[src/rtl/pio_poll_master.sv]
// pio_poll_master -- Avalon-MM read initiator that periodically polls a
// PIO-style input slave, records each sample and counts changes between
// successive samples.
//
// Optional build macro: POLL_CHANGE_IRQ_EN adds a sticky change interrupt
// (irq output, irq_ack input). Without it the port list has no irq pins.
//
// Ports:
//   clk           system clock, rising edge
//   reset_n       asynchronous active-low reset
//   enable        polling enable (level)
//   clear_count   synchronous clear of change_count (wins over increment)
//   address       slave address; POLL_ADDR while read=1, else 0
//   read          one-cycle read strobe
//   readdata      registered slave read data
//   sample        last captured readdata
//   sample_valid  one-cycle pulse when sample updates
//   changed       one-cycle pulse with sample_valid when the value differs
//   change_count  saturating change counter
//   busy          high from read issue through capture
//   irq, irq_ack  (POLL_CHANGE_IRQ_EN only) sticky change flag and its ack
module pio_poll_master #(
  parameter int DATA_W       = 16,
  parameter int ADDR_W       = 2,
  parameter int POLL_ADDR    = 0,
  parameter int POLL_DIV     = 16,
  parameter int READ_LATENCY = 1
) (
  input  logic              clk,
  input  logic              reset_n,
  input  logic              enable,
  input  logic              clear_count,
  output logic [ADDR_W-1:0] address,
  output logic              read,
  input  logic [DATA_W-1:0] readdata,
  output logic [DATA_W-1:0] sample,
  output logic              sample_valid,
  output logic              changed,
  output logic [DATA_W-1:0] change_count,
  output logic              busy
`ifdef POLL_CHANGE_IRQ_EN
  ,
  output logic              irq,
  input  logic              irq_ack
`endif
);

  localparam int DIV_W  = (POLL_DIV > 1) ? $clog2(POLL_DIV) : 1;
  localparam int WAIT_W = 3;

  typedef enum logic [1:0] {
    S_IDLE,
    S_ISSUE,
    S_WAIT,
    S_CAPTURE
  } state_t;

  state_t              state, state_nxt;
  logic [DIV_W-1:0]    div_cnt;
  logic [WAIT_W-1:0]   wait_cnt;
  logic                tick;
  logic                first_done;
  logic                capture;
  logic                chg_now;

  // Poll divider: free-runs while enabled, parked at 0 otherwise.
  assign tick = enable && (div_cnt == DIV_W'(POLL_DIV - 1));

  always_ff @(posedge clk or negedge reset_n) begin
    if (!reset_n) begin
      div_cnt <= '0;
    end else if (!enable || tick) begin
      div_cnt <= '0;
    end else begin
      div_cnt <= div_cnt + DIV_W'(1);
    end
  end

  always_ff @(posedge clk or negedge reset_n) begin
    if (!reset_n) begin
      state <= S_IDLE;
    end else begin
      state <= state_nxt;
    end
  end

  // Counts WAIT cycles; WAIT lasts READ_LATENCY-1 cycles.
  always_ff @(posedge clk or negedge reset_n) begin
    if (!reset_n) begin
      wait_cnt <= '0;
    end else if (state == S_WAIT) begin
      wait_cnt <= wait_cnt + WAIT_W'(1);
    end else begin
      wait_cnt <= '0;
    end
  end

  // Ticks outside IDLE are dropped, never queued.
  always_comb begin
    state_nxt = state;
    read      = 1'b0;
    busy      = 1'b0;
    address   = '0;
    case (state)
      S_IDLE: begin
        if (tick) state_nxt = S_ISSUE;
      end
      S_ISSUE: begin
        read      = 1'b1;
        busy      = 1'b1;
        address   = ADDR_W'(POLL_ADDR);
        state_nxt = (READ_LATENCY == 1) ? S_CAPTURE : S_WAIT;
      end
      S_WAIT: begin
        busy = 1'b1;
        if (wait_cnt == WAIT_W'(READ_LATENCY - 2)) state_nxt = S_CAPTURE;
      end
      S_CAPTURE: begin
        busy      = 1'b1;
        state_nxt = S_IDLE;
      end
      default: state_nxt = S_IDLE;
    endcase
  end

  assign capture = (state == S_CAPTURE);
  // The very first capture after reset has no predecessor to compare with.
  assign chg_now = capture && first_done && (readdata != sample);

  always_ff @(posedge clk or negedge reset_n) begin
    if (!reset_n) begin
      sample       <= '0;
      sample_valid <= 1'b0;
      changed      <= 1'b0;
      first_done   <= 1'b0;
      change_count <= '0;
    end else begin
      sample_valid <= 1'b0;
      changed      <= 1'b0;
      if (capture) begin
        sample       <= readdata;
        sample_valid <= 1'b1;
        changed      <= chg_now;
        first_done   <= 1'b1;
      end
      if (clear_count) begin
        change_count <= '0;
      end else if (chg_now && (change_count != '1)) begin
        change_count <= change_count + DATA_W'(1);
      end
    end
  end

`ifdef POLL_CHANGE_IRQ_EN
  // Set dominates acknowledge when both occur in the same cycle.
  always_ff @(posedge clk or negedge reset_n) begin
    if (!reset_n) begin
      irq <= 1'b0;
    end else if (changed) begin
      irq <= 1'b1;
    end else if (irq_ack) begin
      irq <= 1'b0;
    end
  end
`endif

endmodule

[config.mk]
export PLATFORM = sky130hd
export DESIGN_NAME = pio_poll_master
export DESIGN_NICKNAME = d
export VERILOG_FILES = /design/src/rtl/pio_poll_master.sv
export SDC_FILE = /design/constraint.sdc
export NUM_CORES = 1
export LEC_CHECK = 0
export BUFFER_PORTS_ARGS = -buffer_cell sky130_fd_sc_hd__buf_4
export CAP_MARGIN = 20
export CORE_MARGIN = 2
export CORE_UTILIZATION = 36
export CTS_BUF_LIST = sky130_fd_sc_hd__clkbuf_4 sky130_fd_sc_hd__clkbuf_8
export DETAILED_ROUTE_END_ITERATION = 6
export PLACE_DENSITY = 0.63
export SKIP_CTS_REPAIR_TIMING = 1
export SLEW_MARGIN = 20
export SYNTH_ARGS = -nofsm -noshare
export SYNTH_HDL_FRONTEND = slang
export SYNTH_SLANG_ARGS = --single-unit
export TNS_END_PERCENT = 20
[constraint.sdc]
create_clock -name clk -period 3.76 [get_ports clk]
set_clock_uncertainty 0.1 [all_clocks]
set_input_delay 0.188 -clock clk [delete_from_list [all_inputs] [get_ports clk]]
set_output_delay 0.188 -clock clk [all_outputs]
set_load 0.02 [all_outputs]
==> metrics.md <==
| Metric | Value |
|---|---|
| Status | finished, final reports clean |
| Antenna cells | 0 |
| Worst skew pair latency | 300 ps |
| Area of the multi-input gates | 1140 um^2 |
| Met3 Use GR | 0.0315 |
| Critical Path End Type | register |
| Rows | 29 |
| Post-DP HPWL | 3.39 mm |
| Clock share of power | 0.196 |
| Compound-Gate Fraction of Synth Area | 0.0744 |
| Synth warn | 0 |
| Clock Sinks | 44 |
| Antenna viol nets, final | 0 |
| DR vias/cell | 4.99 |
| Via Count | 1,748 |
| Critical setup path kind | register to register |
| Share of the synthesized area in the top cell type | 0.474 |
| FF/Latch Area | 1100 um^2 |
| P_sw | 678 uW |
| Worst-Margin Slew | 855 ps |
| Layer with the highest usage | met2 |
| Seq pwr share | 0.385 |
| Post-Synth XOR/XNOR Area | 0.0642 |
| Starting Density | 0.370 |
| Slew HR | 0.425 |
| FFs w/ async S/R, synth | 1.00 |
| Seq/Total Area, Yosys | 0.474 |
| Simple-Gate Fraction of Synth Area | 0.194 |
| Antenna violations before repair | 0 |
| Final nets | 300 |
| Largest net degree at the start of global routing | 45 |
| # setup viols final | 0 |
| Final Total Pwr | 1860 uW |
| Ys flop type | dfrtp_1 |
| I/O Buffers | 55 |
| #FFs+latches synth | 44 |
| Die H | 84.3 um |
| Vias in the first global route | 1,681 |
| Share of cells above drive strength 1 | 0.319 |
| Post-Syn Area | 2320 um^2 |
| GRT met1 Usage | 0.175 |
| Routability Congestion | 0.787 |
| Min-Delay Path Class | input port to register |
| Power per cell area | 636 nW/um^2 |
| Slew Viols, Final | 0 |
| Comb pwr share | 0.419 |
| Period utilization | 0.629 |
| Inserted Clock Buffers | 5 |
| Fmax achieved | 0.423 GHz |
| CTS tree | built |
| Min Tclk post-route | 2370 ps |
| Leakage power total | 0.00130 uW |
| Mux cell area share after synthesis | 0.111 |
| Core Footprint | 6280 um^2 |
| Maximum vdd drop | 0.000480 V |
| CP max FO | 18 |
| Layout area overhead | 26.0% |
| Pre-CTS WS | 1400 ps |
| Final WS setup | 1390 ps |
| Io pins | 58 |
| Setup TNS | 0 ps |
| Die Span X | 84.3 um |
| Internal | 1180 uW |
| Switch share | 0.364 |
| Clock transition at the registers of the reported paths | 90 ps |
| Unrepaired setup endpoints after global routing | no |
| Main combinational cell family by area after synthesis | simple AND/OR/NAND/NOR gates |
| Max clock buf depth | 2 |
| CTS root buf | clkbuf_8 |
| Avg Cell Area, Syn | 10.7 um^2 |
| Synthesized instance count | 216 |
| Drt first pass iters | 4 |
| Post-Route WL | 4.72 mm |
| Hold Violations, Final | 0 |
| Average wire per standard cell | 13.5 um |
| H-Tree Depth | 2 |
| Synth area leader | dfrtp_1 |
| Filler Cells Inserted | 604 |
| First-pass GRT wire length | 7.85 mm |
| Synth cell types | 42 |
| Met2 Usage GRT | 0.222 |
| Die area | 7110 um^2 |
| Tot GR Track Use | 0.136 |
| Number of flops mapped to enable cells by yosys | 0 |
| Synth Area in Adders | 0.0431 |
| Area contributors post-synth | dfrtp_1 47%, mux2_2 7.8%, xnor2_1 6.0% |
| DRC | 0 |
| Initial drt markers | 89 |
| Grt ovf | 0 |
| Critical Path AT | 2450 ps |
| CP required | 3840 ps |
| Worst Setup Start Kind | register |
| Max cap viols | 0 |
==> worst paths after layout <==
check | start | cells past startpoint | slack, ps | endpoint
min in group asynchronous | reset_n | 2 | 320 | sample[12]
max in group asynchronous | reset_n | 2 | 2840 | change_count[3]
worst max register to register | sample[10] | 6 | 1390 | change_count[12]
worst max-delay path | sample[10] | 6 | 1390 | change_count[12]
worst min-delay path | readdata[3] | 2 | 40 | sample[3]
worst min register to register | wait_cnt[0] | 1 | 350 | wait_cnt[0]
==> kinds of logic (layout without fill, tap and decap cells) <==
family,Yosys count,after routing
adder cells (fa/ha/maj),8,8
flip-flops,44,44
AO/OA/AOI/OAI,27,27
other,1,2
AND/OR/NAND/NOR,77,77
XOR/XNOR,17,17
multiplexers,23,23
buffers and inverters,19,75
==> critical path, stage by stage (launching register included) <==
cell and delay, ps:
dfrtp_1 410, xnor2_1 170, nand4_1 180, nor4_4 810
buf_4 280, nor4_1 60, o221a_1 240
==> power groups by stage <==
stage | Sequential (uW) | Combinational (uW) | Clock (uW)
5_1_grt | 738 | 845 | 393
2_1_floorplan | 845 | 375 | 0
6_report | 717 | 779 | 365
3_5_place_dp | 727 | 788 | 0
4_1_cts | 719 | 791 | 379
3_3_place_gp | 722 | 786 | 0
==> routing by layer <==
metal	routed length, um	vias to the layer above	part of all wire
li1	-	879	-
met1	2140	837	0.45
met2	2340	28	0.50
met3	195	4	0.041
met4	46	0	0.0097
met5	0	-	0
==> registers in the layout (all words and copies together), names as in the netlist <==
name          flops
change_count     16
changed           1
div_cnt           4
first_done        1
sample           16
sample_valid      1
state             2
wait_cnt          3
==> through the flow <==
| stage | instance area, um^2 | utilization | std cells | hold WS [ps] |
|---|---|---|---|---|
| global placement | 2800 | 0.447 | 341 | 131 |
| detailed placement | 2800 | 0.447 | 341 | 133 |
| global route | 2930 | 0.466 | 350 | 22.6 |
| CTS | 2920 | 0.464 | 349 | -195 |
| floorplan | 2320 | - | 217 | -208 |
| finish | 2930 | 0.466 | 350 | 36.3 |
==> layout make-up <==
| class | count | share of cell area |
|---|---|---|
| timing repair buffer | 58 | 0.150 |
| tap | 77 | 0.0329 |
| inverter | 9 | 0.0115 |
| clock buffer | 5 | 0.0235 |
| clock inverter | 3 | 0.0145 |
| multi-input combinational | 154 | 0.391 |
| sequential | 44 | 0.376 |
==> synthesized netlist by cell type (all sizes together), types with 6 or more instances <==
| library cell | count |
|---|---|
| dfrtp | 44 |
| ha | 8 |
| o21ai | 6 |
| inv | 9 |
| nand2 | 12 |
| nor2b | 7 |
| a21oi | 11 |
| xnor2 | 16 |
| nand4 | 8 |
| mux2 | 22 |
| nor2 | 9 |
| nand3 | 7 |
| nor4 | 9 |
| or4 | 6 |
==> cells in the final DEF (no fill, tap or decap), types with 2 or more instances in the layout <==
cell	netlist	layout
inv_1	9	9
and3_1	4	4
clkbuf_8	0	5
dfrtp_1	44	44
nand2b_1	2	2
mux2_2	16	16
nor3_1	3	3
nor4_1	8	8
mux2_1	6	6
o21ai_0	5	5
or3_1	3	3
and2_1	4	4
buf_4	2	57
nor2_1	8	8
nand3_1	6	6
or4_1	5	5
o31ai_1	5	5
xnor2_1	16	16
conb_1	1	2
nand4_1	8	8
a21oi_1	11	11
nand2_1	12	12
nor2b_1	7	7
ha_1	8	8
Power figures use the tool's default switching activity.
